$ cat src/rtl/spi_flash_writer.sv
// ----------------------------------------------------------------------------
// spi_flash_writer
//
// Runs one write-type operation on a SPI NOR flash. Each operation is either a
// single-byte page program (0x02) or a 4 KB sector erase (0x20). The full
// sequence is:
//
//   WREN (0x06) -> gap -> PROGRAM/ERASE -> gap -> READ STATUS (0x05)
//   -> (gap -> READ STATUS)* while WIP=1 -> done
//
// The SPI link is mode 0. Each bit takes two clk cycles. In the low phase,
// sck=0 and mosi carries the bit. In the high phase, sck=1. miso is sampled
// on the clk edge that ends the high phase.
//
// Parameters
//   CS_GAP     clk cycles that cs_n is held high between frames (>= 2)
//   MAX_POLLS  status reads allowed before the operation is flagged timed-out
//
// Ports
//   clk        system clock, all logic on the rising edge
//   rst        synchronous active-high reset
//   cmd_valid  request strobe, only looked at while idle
//   cmd_erase  1 = sector erase, 0 = single-byte page program
//   addr       24-bit flash byte address
//   wdata      byte to program (unused for erase)
//   busy       operation in progress
//   done       one-cycle completion pulse
//   err        timeout flag of the last operation, held until next acceptance
//   status     last status register byte read from the flash
//   sck        SPI clock (idles low)
//   cs_n       SPI chip select, active low
//   mosi       SPI data to the flash
//   miso       SPI data from the flash
// ----------------------------------------------------------------------------
module spi_flash_writer #(
    parameter int unsigned CS_GAP    = 4,
    parameter int unsigned MAX_POLLS = 1_000_000
) (
    input  logic        clk,
    input  logic        rst,
    input  logic        cmd_valid,
    input  logic        cmd_erase,
    input  logic [23:0] addr,
    input  logic [7:0]  wdata,
    output logic        busy,
    output logic        done,
    output logic        err,
    output logic [7:0]  status,
    output logic        sck,
    output logic        cs_n,
    output logic        mosi,
    input  logic        miso
);

    localparam int unsigned GAP_W  = $clog2(CS_GAP);
    localparam int unsigned POLL_W = ($clog2(MAX_POLLS + 1) > 20) ? $clog2(MAX_POLLS + 1) : 20;

    localparam logic [GAP_W-1:0]  GAP_LAST   = GAP_W'(CS_GAP - 1);
    localparam logic [POLL_W-1:0] POLL_LIMIT = POLL_W'(MAX_POLLS);

    localparam logic [7:0] OPC_WREN  = 8'h06;
    localparam logic [7:0] OPC_PP    = 8'h02;
    localparam logic [7:0] OPC_SE    = 8'h20;
    localparam logic [7:0] OPC_RDSR  = 8'h05;

    typedef enum logic [2:0] {
        IDLE,
        WREN,
        GAP1,
        OP,
        GAP2,
        POLL,
        GAP3,
        FIN
    } state_t;

    state_t              state_q,   state_d;
    logic [39:0]         shift_q,   shift_d;
    logic [5:0]          bitCnt_q,  bitCnt_d;
    logic                phase_q,   phase_d;
    logic [GAP_W-1:0]    gapCnt_q,  gapCnt_d;
    logic [POLL_W-1:0]   pollCnt_q, pollCnt_d;
    logic [6:0]          rxShift_q, rxShift_d;
    logic [7:0]          status_q,  status_d;
    logic                err_q,     err_d;
    logic                erase_q,   erase_d;
    logic [23:0]         addr_q,    addr_d;
    logic [7:0]          wdata_q,   wdata_d;
    logic                busy_q,    busy_d;
    logic                done_q,    done_d;
    logic                csN_q,     csN_d;
    logic                sck_q,     sck_d;
    logic                mosi_q,    mosi_d;

    logic [POLL_W-1:0]   pollNext;
    logic                inFrame;

    assign pollNext = pollCnt_q + 1'b1;

    // State register. Every output is a flop, so the SPI pins and the
    // handshake outputs cannot glitch.
    always_ff @(posedge clk) begin
        if (rst) begin
            state_q   <= IDLE;
            shift_q   <= '0;
            bitCnt_q  <= '0;
            phase_q   <= 1'b0;
            gapCnt_q  <= '0;
            pollCnt_q <= '0;
            rxShift_q <= '0;
            status_q  <= '0;
            err_q     <= 1'b0;
            erase_q   <= 1'b0;
            addr_q    <= '0;
            wdata_q   <= '0;
            busy_q    <= 1'b0;
            done_q    <= 1'b0;
            csN_q     <= 1'b1;
            sck_q     <= 1'b0;
            mosi_q    <= 1'b0;
        end else begin
            state_q   <= state_d;
            shift_q   <= shift_d;
            bitCnt_q  <= bitCnt_d;
            phase_q   <= phase_d;
            gapCnt_q  <= gapCnt_d;
            pollCnt_q <= pollCnt_d;
            rxShift_q <= rxShift_d;
            status_q  <= status_d;
            err_q     <= err_d;
            erase_q   <= erase_d;
            addr_q    <= addr_d;
            wdata_q   <= wdata_d;
            busy_q    <= busy_d;
            done_q    <= done_d;
            csN_q     <= csN_d;
            sck_q     <= sck_d;
            mosi_q    <= mosi_d;
        end
    end

    // Next-state logic. A frame is loaded left-justified into shift_q, and
    // bitCnt_q counts the bits still to send after the current one. The pins
    // are derived from the next-state values, so cs_n falls on the same edge
    // that presents the first bit.
    always_comb begin
        state_d   = state_q;
        shift_d   = shift_q;
        bitCnt_d  = bitCnt_q;
        phase_d   = phase_q;
        gapCnt_d  = gapCnt_q;
        pollCnt_d = pollCnt_q;
        rxShift_d = rxShift_q;
        status_d  = status_q;
        err_d     = err_q;
        erase_d   = erase_q;
        addr_d    = addr_q;
        wdata_d   = wdata_q;

        case (state_q)
            IDLE: begin
                if (cmd_valid) begin
                    erase_d   = cmd_erase;
                    addr_d    = addr;
                    wdata_d   = wdata;
                    pollCnt_d = '0;
                    err_d     = 1'b0;
                    shift_d   = {OPC_WREN, 32'h0};
                    bitCnt_d  = 6'd7;
                    phase_d   = 1'b0;
                    state_d   = WREN;
                end
            end

            WREN, OP, POLL: begin
                if (!phase_q) begin
                    phase_d = 1'b1;
                end else begin
                    phase_d = 1'b0;
                    if (state_q == POLL) begin
                        rxShift_d = {rxShift_q[5:0], miso};
                    end
                    if (bitCnt_q != 6'd0) begin
                        shift_d  = {shift_q[38:0], 1'b0};
                        bitCnt_d = bitCnt_q - 6'd1;
                    end else begin
                        // The last high phase ends here, so cs_n rises on this edge.
                        shift_d  = '0;
                        gapCnt_d = GAP_LAST;
                        if (state_q == WREN) begin
                            state_d = GAP1;
                        end else if (state_q == OP) begin
                            state_d = GAP2;
                        end else begin
                            // The final miso bit is the WIP flag, status[0].
                            status_d  = {rxShift_q, miso};
                            pollCnt_d = pollNext;
                            if (!miso) begin
                                err_d   = 1'b0;
                                state_d = FIN;
                            end else if (pollNext >= POLL_LIMIT) begin
                                err_d   = 1'b1;
                                state_d = FIN;
                            end else begin
                                state_d = GAP3;
                            end
                        end
                    end
                end
            end

            GAP1, GAP2, GAP3: begin
                if (gapCnt_q != '0) begin
                    gapCnt_d = gapCnt_q - 1'b1;
                end else begin
                    phase_d = 1'b0;
                    if (state_q == GAP1) begin
                        if (erase_q) begin
                            shift_d  = {OPC_SE, addr_q, 8'h00};
                            bitCnt_d = 6'd31;
                        end else begin
                            shift_d  = {OPC_PP, addr_q, wdata_q};
                            bitCnt_d = 6'd39;
                        end
                        state_d = OP;
                    end else begin
                        // The status read is the opcode followed by 8 zero bits.
                        shift_d  = {OPC_RDSR, 32'h0};
                        bitCnt_d = 6'd15;
                        state_d  = POLL;
                    end
                end
            end

            FIN: begin
                state_d = IDLE;
            end

            default: begin
                state_d = IDLE;
            end
        endcase

        inFrame = (state_d == WREN) || (state_d == OP) || (state_d == POLL);
        csN_d   = !inFrame;
        sck_d   = inFrame && phase_d;
        mosi_d  = inFrame && shift_d[39];
        busy_d  = (state_d != IDLE) && (state_d != FIN);
        done_d  = (state_d == FIN);
    end

    assign busy   = busy_q;
    assign done   = done_q;
    assign err    = err_q;
    assign status = status_q;
    assign sck    = sck_q;
    assign cs_n   = csN_q;
    assign mosi   = mosi_q;

endmodule

$ cat config.mk
export PLATFORM = sky130hd
export DESIGN_NAME = spi_flash_writer
export DESIGN_NICKNAME = d
export VERILOG_FILES = /design/src/rtl/spi_flash_writer.sv
export SDC_FILE = /design/constraint.sdc
export NUM_CORES = 1
export LEC_CHECK = 0
export ABC_AREA = 1
export CORE_MARGIN = 4
export CORE_UTILIZATION = 57
export DETAILED_ROUTE_END_ITERATION = 7
export PLACE_DENSITY = 0.89
export SKIP_CTS_REPAIR_TIMING = 1
export SLEW_MARGIN = 40
export SYNTH_ARGS = -nofsm -noshare
export SYNTH_HDL_FRONTEND = slang
export SYNTH_SLANG_ARGS = --single-unit
$ cat constraint.sdc
create_clock -name clk -period 2.6 [get_ports clk]
set_clock_uncertainty 0.05 [all_clocks]
set_input_delay 0.39 -clock clk [delete_from_list [all_inputs] [get_ports clk]]
set_output_delay 0.39 -clock clk [all_outputs]
set_load 0.05 [all_outputs]
* Yosys cells after proc, flatten, opt, wreduce, memory -nomap -nowiden
Cells that the tools add are included.
** Cells by class
- $add $sub $neg :: 3
- Bitwise logic cells :: 3
- Order comparisons :: 1
- Multiplexer cells :: 46
- Eq/ne operators :: 21
- Reductions and logical operators :: 23
** Operators with widths (number)
- $mux 40 :: 5
- $pmux 40 s3 :: 1
- $mux 20 :: 5
- $pmux 20 s2 :: 1
- $mux 38 :: 1
- $mux 6 :: 6
- $add 20x1->20 const B :: 1
- $ge 20x20->1 const B :: 1
- $eq 3x3->1 const B :: 6
- $mux 3 :: 6
- $pmux 6 s3 :: 1
- $ne 2x2->1 const B :: 8
- $mux 1 :: 12
- $pmux 3 s4 :: 1
- $reduce_and 5->1 :: 2
- $eq 3x2->1 const B :: 3
- $mux 2 :: 4
- $reduce_and 4->1 :: 2
- $reduce_and 7->1 :: 1
- $eq 3x1->1 const B :: 2
- $ne 3x3->1 const B :: 2
- $reduce_and 6->1 :: 1
- $reduce_bool 2->1 :: 3
- $reduce_bool 3->1 :: 2
- other kinds (14) :: 20
** Word-level totals
- Bits of input ports :: 37
- Register bits after elaboration :: 126
- Output and inout port bits :: 14

* Logic depth before layout (Yosys ltp)
Gate-level depths: netlist of run 1.
- Word-level depth :: 13
- Mapped depth :: 18
- Gate-level depth less buffers :: 18

* Least setup slack after synthesis of run 1
Ideal clock, no wire load.
- Kind :: register -> register
- Start point :: register, netlist name bitCnt_q[0]
- End point :: register addr_q[0]
- Path slack :: 0.709 ns
- Cell stages (with the launch flop) :: 13
- Data required time :: 2.434 ns
- Arrival :: 1.724 ns
- Path buffers :: 1
- Period minus slack after synthesis :: 1.891 ns
- Setup time :: 0.116 ns
- Cell sequence :: dfxtp_1 -> inv_1 -> ha_1 -> nand4_2 -> nand2_1 -> nand3_2 -> nor2_4 -> nand3_4 -> nor2_4 -> inv_4 -> buf_6 -> o21ai_1 -> a21oi_1
** RTL lines
- to (signal assigned) :: line 132 : addr_q <= addr_d;
- to (decl) :: line 87 : logic [23:0] addr_q, addr_d;

* Worst setup path in the final report of run 1
- Start point :: register pollCnt_q[0]
- End point :: register csN_q, in the netlist cs_n
** On the way
- Word-level cells in the longest chain between the ends :: 13
- Elaborated cells between the ends (all ways) :: 15
- Classes of those cells :: 1 x add/sub; 1 x order compare; 3 x eq/ne; 7 x mux; 3 x reduce/logical
** RTL lines
- from (decl) :: line 82 : logic [POLL_W-1:0] pollCnt_q, pollCnt_d;
- from (signal assigned) :: line 127 : pollCnt_q <= pollCnt_d;
- $add 20x1->20 (*) :: line 98 : assign pollNext = pollCnt_q + 1'b1;
- $ge 20x20->1 (*) :: line 201 : end else if (pollNext >= POLL_LIMIT) begin
- $mux 1 (*) :: line 201
- $mux 1 (*) :: line 198 : if (!miso) begin
- $mux 2 (*) :: line 192 : end else if (state_q == OP) begin
- $mux 3 (*) :: line 190 : if (state_q == WREN) begin
- $mux 3 (*) :: line 183 : if (bitCnt_q != 6'd0) begin
- $mux 3 (*) :: line 176 : if (!phase_q) begin
- $pmux 3 s4 (*) :: line 160 : case (state_q)
- $eq 3x1->1 / $eq 3x2->1 (equally long branches) :: line 244 : inFrame = (state_d == WREN) || (state_d == OP) || (state_d == POLL);
- $logic_or 1x1->1 :: line 244
- $logic_or 1x1->1 (*) :: line 244
- $logic_not 1->1 (*) :: line 245 : csN_d = !inFrame;
- to (signal assigned) :: line 136 : csN_q <= csN_d;
- to (decl) :: line 91 : logic csN_q, csN_d;
Mark *: on every way between the ends. The rest lies on a longest branch, timed or not.
A chain may end at the register's enable or synchronous reset.

==> qor.csv, run 1 <==
metric,value,unit
Post-Syn Area,0.005513,mm^2
DRT antenna net count,0,
CP Launch Type,register,
Port Buffers,50,
Tcrit/Tclk final,0.8849,
Sw Ratio,0.2815,
clk sinks,126,
Final HPWL DP,8102,um
final net count,811,
worst path arrival time,2.66,ns
RSZ-0062 raised after global routing,no,
Synth Instances,727,
Worst Max-Slew Pin Slew,0.8054,ns
chip height,106.3,um
Fin. Hold Viols,0,
"flops & latches, synth",126,
vias per inst,5.549,
relative slew slack,0.4631,
clk_lat worst skew,0.52,ns
clock slew at reported path FFs,0.06,ns
"Avg Cell Area, Syn",7.583,um^2
Synth Net Count,768,
main combinational cell family by area after synthesis,simple AND/OR/NAND/NOR gates,
"Power, Total",4.838,mW
chip width,106.3,um
final setup TNS,0,ns
combinational power share,0.128,
CTS H-tree depth,4,
Post-synth EDFFs,0,
maximum clock frequency,434.7,MHz
YS warnings,0,
Synth cell types,43,
multiplexer share of the synthesized area,0,
Psw,1.362,mW
I/O Pins,51,
top-count cell post-synth,dfxtp_1,
max_cap viols,0,
Core Footprint,0.009328,mm^2
sequential share of power,0.434,
DR pass1 iterations,6,
"Req. time, crit path",2.96,ns
status,finished clean,
# rows,35,
"Cell Count, Final, Fillers Out",912,
adder and majority cell fraction of the synthesized area,0.009079,
dominant synthesized flop cell,dfxtp_1,
post-synthesis simple-gate area fraction,0.2324,
CTS Buf Count,17,
clock tree buffer depth,2,
post-synth top area share,0.4576,
GR Overflow Total,0,
final setup violation count,0,
TritonCTS clock tree,yes,
wire per inst,14.00,um
vias in the first global route,4851,
total number of vias,5061,
root buf cell,clkbuf_8,
Diodes inserted,0,
crit path kind,reg2reg,
routed wire length,12760,um
register area share after synthesis,0.4576,
"top cells by count, synth","dfxtp_1 (126), nand2_1 (118), nor2_1 (108)",
min cycle time layout,2.301,ns
max-slew violations,0,
area delta synth->final,20.02,%
maximum VDD drop,0.0004109,V
Static Leakage,2.399,nW
initial antenna violation count,0,
Hold Slack,0.4007,ns
DRC viols,0,
Starting Density,0.5910,
clock power share,0.437,
"area leader, netlist",dfxtp_1,
routability-driven placement congestion ratio,0.9157,
drt initial violations,410,
internal power,3.476,mW
Hold Crit Class,in2reg,
synthesized-area fraction occupied by xor and xnor cells,0.006128,
layout cells sized above 1,0.1086,
Synth area leaders,"dfxtp_1 (46%), nand2_1 (8.0%), nor2_1 (7.4%)",
CP max FO,6,
GRT Resource Usage Total,0.2371,
"Async S/R FF share, synth",0,
Cells after DPL,880,
largest net degree at the start of global routing,74,
die area,0.01131,mm^2
pwr/cell area,731.2,mW/mm^2
compound-cell area share of the yosys netlist,0.2031,
first-pass GRT wire length,21940,um
crit path capture type,register,
==> per-layer routing <==
| metal | GRT usage | wire length, um |
|---|---|---|
| met4 | 0.08418 | 222 |
| met5 | 0 | 0 |
| met2 | 0.4163 | 6558 |
| met3 | 0.05707 | 723 |
| met1 | 0.2815 | 5260 |
==> kinds of logic (layout without fill, tap and decap cells) <==
family,Yosys count,after routing
and+or+nand+nor,290,290
AOI/OAI and AO/OA,188,188
xor gates and xnor gates,3,3
adders and majority gates,4,4
DFF,126,126
buffers and inverters,116,172
==> sequential cells by signal, indices dropped and copies added, names as in the netlist, 2 cells and up <==
signal,count
shift_q,40
addr_q,24
pollCnt_q,20
status,8
wdata_q,8
rxShift_q,7
bitCnt_q,6
state_q,3
gapCnt_q,2
==> critical path, cell delays in order, from the launching register on <==
cell      delay (ns)
dfxtp_1         0.39
ha_1            0.22
nand2_1         0.08
nor2_2          0.25
nand3b_1        0.18
nor2_2          0.15
nand3_1         0.09
nand2_1         0.10
nand2_1         0.05
nor2_1          0.11
nand2_1         0.09
nand2_2         0.07
nand3_2         0.08
nand2_2         0.08
nand2_2         0.06
nor2_4          0.07
nand2_1         0.05
==> power by group through the flow <==
stage / logic (mW) / clock network [mW] / registers (mW)
after global routing: 0.686 / 2.23 / 2.11
after CTS: 0.616 / 2.14 / 2.10
after detailed placement: 0.604 / 0 / 2.14
final: 0.621 / 2.12 / 2.10
after floorplan: 0.428 / 0 / 2.15
after global placement: 0.579 / 0 / 2.13
==> layout by cell type, fill, tap and decap left out, types with 6 or more instances in the layout <==
cell and count:
o21ai_1 26, o21ai_0 32, nor2_2 7, nor2_4 6
a22oi_1 10, nand2_2 8, a221oi_1 25, nor3_1 9
a21oi_1 76, nand2_1 117, dfxtp_1 126, nand3_1 18
buf_4 7, clkdlybuf4s50_1 49, clkbuf_16 16, a211oi_1 9
nor2_1 108, inv_1 72, inv_2 8
==> path summary, 6_finish.rpt <==
kind / start / endpoint / slack [ns] / cells past startpoint
worst min-delay path: rst / err / 0.40 / 4
worst max register to register: pollCnt_q[0] / cs_n / 0.30 / 16
worst max-delay path: pollCnt_q[0] / cs_n / 0.30 / 16
worst min register to register: addr_q[13] / addr_q[13] / 0.40 / 2
==> layout make-up <==
type                       instances  area (um^2)
clock buffer                      19        431.7
clock inverter                    13        107.6
fill                             680         2711
inverter                          81        306.5
multi-input combinational        485         2499
sequential                       126         2522
tap                              129        161.4
timing repair buffer              59        588.1
==> through the flow <==
step / util / cell area (um^2) / setup WS [ns]
floorplan: - / 5513 / 0.7093
CTS: 0.7091 / 6614 / 0.3298
finish: 0.7093 / 6616 / 0.2993
global route: 0.7093 / 6616 / 0.05467
detailed placement: 0.6512 / 6075 / 0.2591
global placement: 0.6506 / 6068 / 0.3112
No activity file was read; power rests on OpenSTA's default activity.
==> inputs of run 2 (changes only) <==
--- a/config.mk
+++ b/config.mk
@@ -6,7 +6,7 @@
 export NUM_CORES = 1
 export LEC_CHECK = 0
 export ABC_AREA = 1
-export CORE_MARGIN = 4
+export CORE_MARGIN = 2
 export CORE_UTILIZATION = 57
 export DETAILED_ROUTE_END_ITERATION = 7
 export PLACE_DENSITY = 0.89
==> run 2 against run 1 <==
Clock power up 9.9%; combinational power about the same; fmax down 0.45%; global-route usage up 2.2 points.
==> qor.csv, run 2 (synthesized netlist as in run 1, its figures left out) <==
metric,value,unit,change
status,finished clean,,
internal power,3.657,mW,+5.2%
"Cell Count, Final, Fillers Out",913,,+0.11%
Tcrit/Tclk final,0.8888,,+0.003970
number of fillers in the final layout,686,,+0.88%
GRT Resource Usage Total,0.2591,,+0.02196
die area,0.01047,mm^2,-7.4%
TritonCTS clock tree,yes,,
Worst Max-Slew Pin Slew,0.8149,ns,+0.009560 ns
vias per inst,5.572,,+0.40%
max-slew violations,0,,unchanged
"commonest non-fill, non-tap cell in the layout",dfxtp_1,,
# rows,35,,unchanged
worst path arrival time,2.67,ns,about the same
Multi-input gate area,0.002496,mm^2,-0.10%
Sw Ratio,0.2760,,-0.005420
Starting Density,0.5910,,unchanged
layout cells sized above 1,0.1097,,+0.001137
Psw,1.394,mW,+2.4%
initial antenna violation count,0,,unchanged
CP max FO,6,,unchanged
max_cap viols,0,,unchanged
CP Launch Type,register,,
DRC viols,0,,unchanged
FF-to-FF End,cs_n,,
I/O Pins,51,,unchanged
relative slew slack,0.4567,,-0.006373
DR pass1 iterations,5,,-1
combinational power share,0.123,,-0.005
clk_lat worst skew,0.52,ns,about the same
Diodes inserted,0,,unchanged
final setup violation count,0,,unchanged
Static Leakage,2.421,nW,+0.91%
final setup TNS,0,ns,unchanged
DRT antenna net count,0,,unchanged
maximum VDD drop,0.0004752,V,+16%
Fin. Hold Viols,0,,unchanged
clock power share,0.462,,+0.025
min cycle time layout,2.311,ns,+0.01032 ns
sequential share of power,0.415,,-0.019
crit path capture type,register,,
routability-driven placement congestion ratio,0.8799,,-3.9%
"Core Util, Final",0.7137,,+0.004426
crit path kind,reg2reg,,
drt initial violations,305,,-26%
vias in the first global route,4894,,+0.89%
root buf cell,clkbuf_8,,
Worst R2R Start,pollCnt_q[0],,
Hold EP,addr_q[4],,
first-pass GRT wire length,21630,um,-1.4%
maximum clock frequency,432.7,MHz,-0.45%
final net count,812,,+0.12%
Worst R2R Setup Slack,0.29,ns,about the same
biggest regs,"shift_q: 40 flops, addr_q: 24 flops, pollCnt_q: 20 flops",,
clk sinks,126,,unchanged
chip width,102.3,um,-3.8%
pwr/cell area,758.7,mW/mm^2,+3.8%
GR Overflow Total,0,,unchanged
clock tree buffer depth,2,,unchanged
routed wire length,12840,um,+0.62%
CTS H-tree depth,4,,unchanged
largest register by flop count,shift_q,,
chip height,102.3,um,-3.8%
Final HPWL DP,8186,um,+1.0%
CTS Buf Count,17,,unchanged
HP Start,addr_q[4],,
total number of vias,5087,,+0.51%
Core Footprint,0.009328,mm^2,unchanged
wire per inst,14.07,um,+0.51%
max FFs per register,40,,unchanged
Cells after DPL,881,,+0.11%
Worst R2R Path Depth,16,,unchanged
area delta synth->final,20.77,%,
"commonest cells after routing, fill and taps aside","dfxtp_1 (126), nand2_1 (118), nor2_1 (108), a21oi_1 (76), inv_1 (72)",,
Reg area,0.002522,mm^2,unchanged
Port Buffers,50,,unchanged
Hold Slack,0.4041,ns,+0.003453 ns
Hold Path Stages,2,,-2
clock slew at reported path FFs,0.06,ns,about the same
Hold Crit Class,reg2reg,,
"Req. time, crit path",2.96,ns,about the same
RSZ-0062 raised after global routing,no,,
largest net degree at the start of global routing,74,,unchanged
run 2: cell type report:
class | instances | share of cell area
Inverter | 81 | 0.04604
Tap cell | 129 | 0.02424
Sequential cell | 126 | 0.3789
Clock buffer | 17 | 0.06221
Multi-Input combinational cell | 485 | 0.3749
Timing Repair Buffer | 60 | 0.08758
Clock inverter | 15 | 0.02612
run 2: metrics by stage:
stage | instance area (um^2) | worst slack (ns) | total power, mW
after global placement | 6063 | 0.3245 | 2.709
after floorplan | 5513 | 0.7093 | 2.578
after CTS | 6658 | 0.3279 | 5.066
final | 6658 | 0.2890 | 5.051
after global routing | 6658 | 0.01517 | 5.232
after detailed placement | 6070 | 0.2726 | 2.746
run 2: worst max-delay path by stage:
| stage | startpoint | to | slack [ns] | depth (start not counted) |
|---|---|---|---|---|
| 2_1_floorplan | bitCnt_q[0] | addr_q[0] | 0.71 | 12 |
| 3_3_place_gp | cmd_valid | pollCnt_q[1] | 0.32 | 6 |
| 3_5_place_dp | cmd_valid | pollCnt_q[2] | 0.27 | 11 |
| 4_1_cts | pollCnt_q[0] | cs_n | 0.33 | 16 |
| 5_1_grt | state_q[2] | shift_q[28] | 0.02 | 10 |
| 6_report | pollCnt_q[0] | cs_n | 0.29 | 16 |
run 2: worst max-delay path: stages (launching register included):
cell,delay (ns)
dfxtp_1,0.40
ha_1,0.23
nand2_1,0.08
nor2_2,0.25
nand3b_1,0.15
nor2_2,0.14
nand3_1,0.09
nand2_1,0.11
nand2_1,0.06
nor2_1,0.13
nand2_1,0.08
nand2_2,0.07
nand3_2,0.08
nand2_2,0.08
nand2_2,0.06
nor2_4,0.07
nand2_1,0.05
run 2: power by group through the flow:
| stage | registers, mW | clock network, mW | logic (mW) |
|---|---|---|---|
| 2_1_floorplan | 2.15 | 0 | 0.428 |
| 3_3_place_gp | 2.13 | 0 | 0.578 |
| 3_5_place_dp | 2.14 | 0 | 0.608 |
| 4_1_cts | 2.10 | 2.35 | 0.613 |
| 5_1_grt | 2.11 | 2.43 | 0.689 |
| 6_report | 2.10 | 2.33 | 0.619 |
run 2: metal layers:
layer	track usage	wire length (um)
met5	0	0
met4	0.1179	334
met3	0.06703	616
met2	0.4448	6550
met1	0.3042	5341
==> inputs of run 3 (changes only) <==
--- a/config.mk
+++ b/config.mk
@@ -7,9 +7,10 @@
 export LEC_CHECK = 0
 export ABC_AREA = 1
 export CORE_MARGIN = 2
-export CORE_UTILIZATION = 57
+export CORE_UTILIZATION = 56
 export DETAILED_ROUTE_END_ITERATION = 7
-export PLACE_DENSITY = 0.89
+export PLACE_DENSITY = 0.88
+export REMOVE_ABC_BUFFERS = 1
 export SKIP_CTS_REPAIR_TIMING = 1
 export SLEW_MARGIN = 40
 export SYNTH_ARGS = -nofsm -noshare
==> run 3 against run 2 <==
Core utilization down 1.9 points; fmax fell by 5.8%; largest power group unchanged; highest routed layer unchanged; register-to-register slack worse by 0.14 ns; wire length increased by 2.9%; count of clock-buffer cells in the layout is 1 higher; sequential cell count is the same; critical path type unchanged; critical endpoint is now shift_q[1].
==> qor.csv, run 3 (synthesized netlist as in run 1, its figures left out) <==
metric,value,unit,change
status,finished clean,,
Core Footprint,0.009684,mm^2,+3.8%
internal power,3.941,mW,+7.8%
final setup violation count,0,,unchanged
Hold Path Stages,2,,unchanged
clock slew at reported path FFs,0.06,ns,about the same
min cycle time layout,2.453,ns,+0.1421 ns
max-slew violations,0,,unchanged
Final Instance Area,0.006724,mm^2,+1.0%
routed wire length,13210,um,+2.9%
first-pass GRT wire length,21910,um,+1.3%
DRC viols,0,,unchanged
Hold Slack,0.4035,ns,-0.0006670 ns
clk sinks,126,,unchanged
vias in the first global route,4900,,+0.12%
biggest regs,"shift_q: 40 flops, addr_q: 24 flops, pollCnt_q: 20 flops",,
CP max FO,40,,+34
GR Overflow Total,0,,unchanged
max FFs per register,40,,unchanged
I/O Pins,51,,unchanged
routability-driven placement congestion ratio,0.9234,,+4.9%
Fin. Hold Viols,0,,unchanged
maximum VDD drop,0.0005084,V,+7.0%
clock power share,0.485,,+0.023
max_cap viols,0,,unchanged
Worst R2R Setup Slack,0.15,ns,-0.14 ns
clock tree buffer depth,2,,unchanged
sequential share of power,0.398,,-0.017
area delta synth->final,21.97,%,
pre-CTS setup slack,0.2955,ns,+0.02291 ns
Final HPWL DP,8080,um,-1.3%
combinational power share,0.117,,-0.006
CP Depth,10,,-6
Tcrit/Tclk final,0.9435,,+0.05465
DRT antenna net count,0,,unchanged
Worst path top cell family by delay,buffers and inverters,,
TritonCTS clock tree,yes,,
largest net degree at the start of global routing,74,,unchanged
vias per inst,5.590,,+0.33%
"commonest cells after routing, fill and taps aside","dfxtp_1 (126), nand2_1 (117), nor2_1 (108), a21oi_1 (76), inv_1 (72)",,
Hold Crit Class,reg2reg,,
largest register by flop count,shift_q,,
chip height,103.2,um,+0.85%
Worst Max-Slew Pin Slew,0.7944,ns,-0.02059 ns
Static Leakage,2.447,nW,+1.1%
"Req. time, crit path",2.98,ns,+0.02 ns
final worst slack,0.1469,ns,-0.1421 ns
root buf cell,clkbuf_8,,
wire per inst,14.44,um,+2.6%
worst path buffer plus inverter count,4,,+4
crit path capture type,register,,
Psw,1.334,mW,-4.3%
Diodes inserted,0,,unchanged
Port Buffers,50,,unchanged
GRT Resource Usage Total,0.2596,,+0.0004912
# rows,36,,+2.9%
layout cells sized above 1,0.1087,,-0.0009982
maximum clock frequency,407.6,MHz,-5.8%
clk_lat worst skew,0.51,ns,about the same
"commonest non-fill, non-tap cell in the layout",dfxtp_1,,
Sw Ratio,0.2529,,-0.02313
drt initial violations,374,,+23%
Starting Density,0.5693,,-0.02176
Worst R2R Path Depth,10,,-6
Post-DP Area,0.006080,mm^2,+0.16%
initial antenna violation count,0,,unchanged
chip width,103.2,um,+0.85%
worst path cell trace,inv_2 > nor2_1 > inv_2 > nand2_1 > inv_1 > nor2_2 > nor3_2 > inv_2 > a22oi_1 > a21oi_1,,
DR pass1 iterations,5,,unchanged
Worst path max stage delay,0.50,ns,+0.10 ns
"Power, Total",5.275,mW,+4.4%
RSZ-0062 raised after global routing,no,,
CP most frequent cell,inv_2,,
crit path kind,reg2reg,,
pwr/cell area,784.5,mW/mm^2,+3.4%
CTS H-tree depth,4,,unchanged
relative slew slack,0.4704,,+0.01372
worst path arrival time,2.83,ns,+0.16 ns
final net count,811,,-0.12%
CP Launch Type,register,,
CTS Buf Count,17,,unchanged
die area,0.01065,mm^2,+1.7%
crit path max-delay cell type,inv_2,,
total number of vias,5115,,+0.55%
## run 3: layer usage
metal,vias up,routed length [um],track usage
met5,-,0,0
met4,0,266,0.09717
met3,29,596,0.04906
met2,172,6755,0.4635
met1,2406,5591,0.3103
li1,2508,-,-
## run 3: power groups by stage
stage | Clock, mW | Sequential [mW] | Combinational [mW]
after floorplan | 0 | 2.15 | 0.353
after global placement | 0 | 2.13 | 0.578
after detailed placement | 0 | 2.14 | 0.602
after CTS | 2.58 | 2.10 | 0.612
after global routing | 2.65 | 2.11 | 0.683
final | 2.56 | 2.10 | 0.616
## run 3: metrics by stage
step	std cells	setup TNS, ns	util
after floorplan	692	-39.38	-
after global routing	915	0	0.6943
after global placement	884	0	0.6271
after CTS	915	0	0.6941
final	915	0	0.6943
after detailed placement	884	0	0.6278
## run 3: worst paths after layout
check / from / end
max: state_q[2] / shift_q[1]
min: addr_q[4] / addr_q[4]
max reg2reg: state_q[2] / shift_q[1]
min reg2reg: addr_q[4] / addr_q[4]
## run 3: area by class of cell
type	count	area, um^2
fillers	724	2960
clock buffers	18	427.9
flip-flops and latches	126	2522
repair buffers	59	588.1
well taps	133	166.4
multi-input cells	485	2499
inverters	81	306.5
clock inverters	13	214.0
## run 3: worst min-delay path: cells and delay by family, from the launching register on
family | cells | cell delay, ns
flops | 1 | 0.30
buf+inv | 1 | 0.06
compound gates | 1 | 0.05
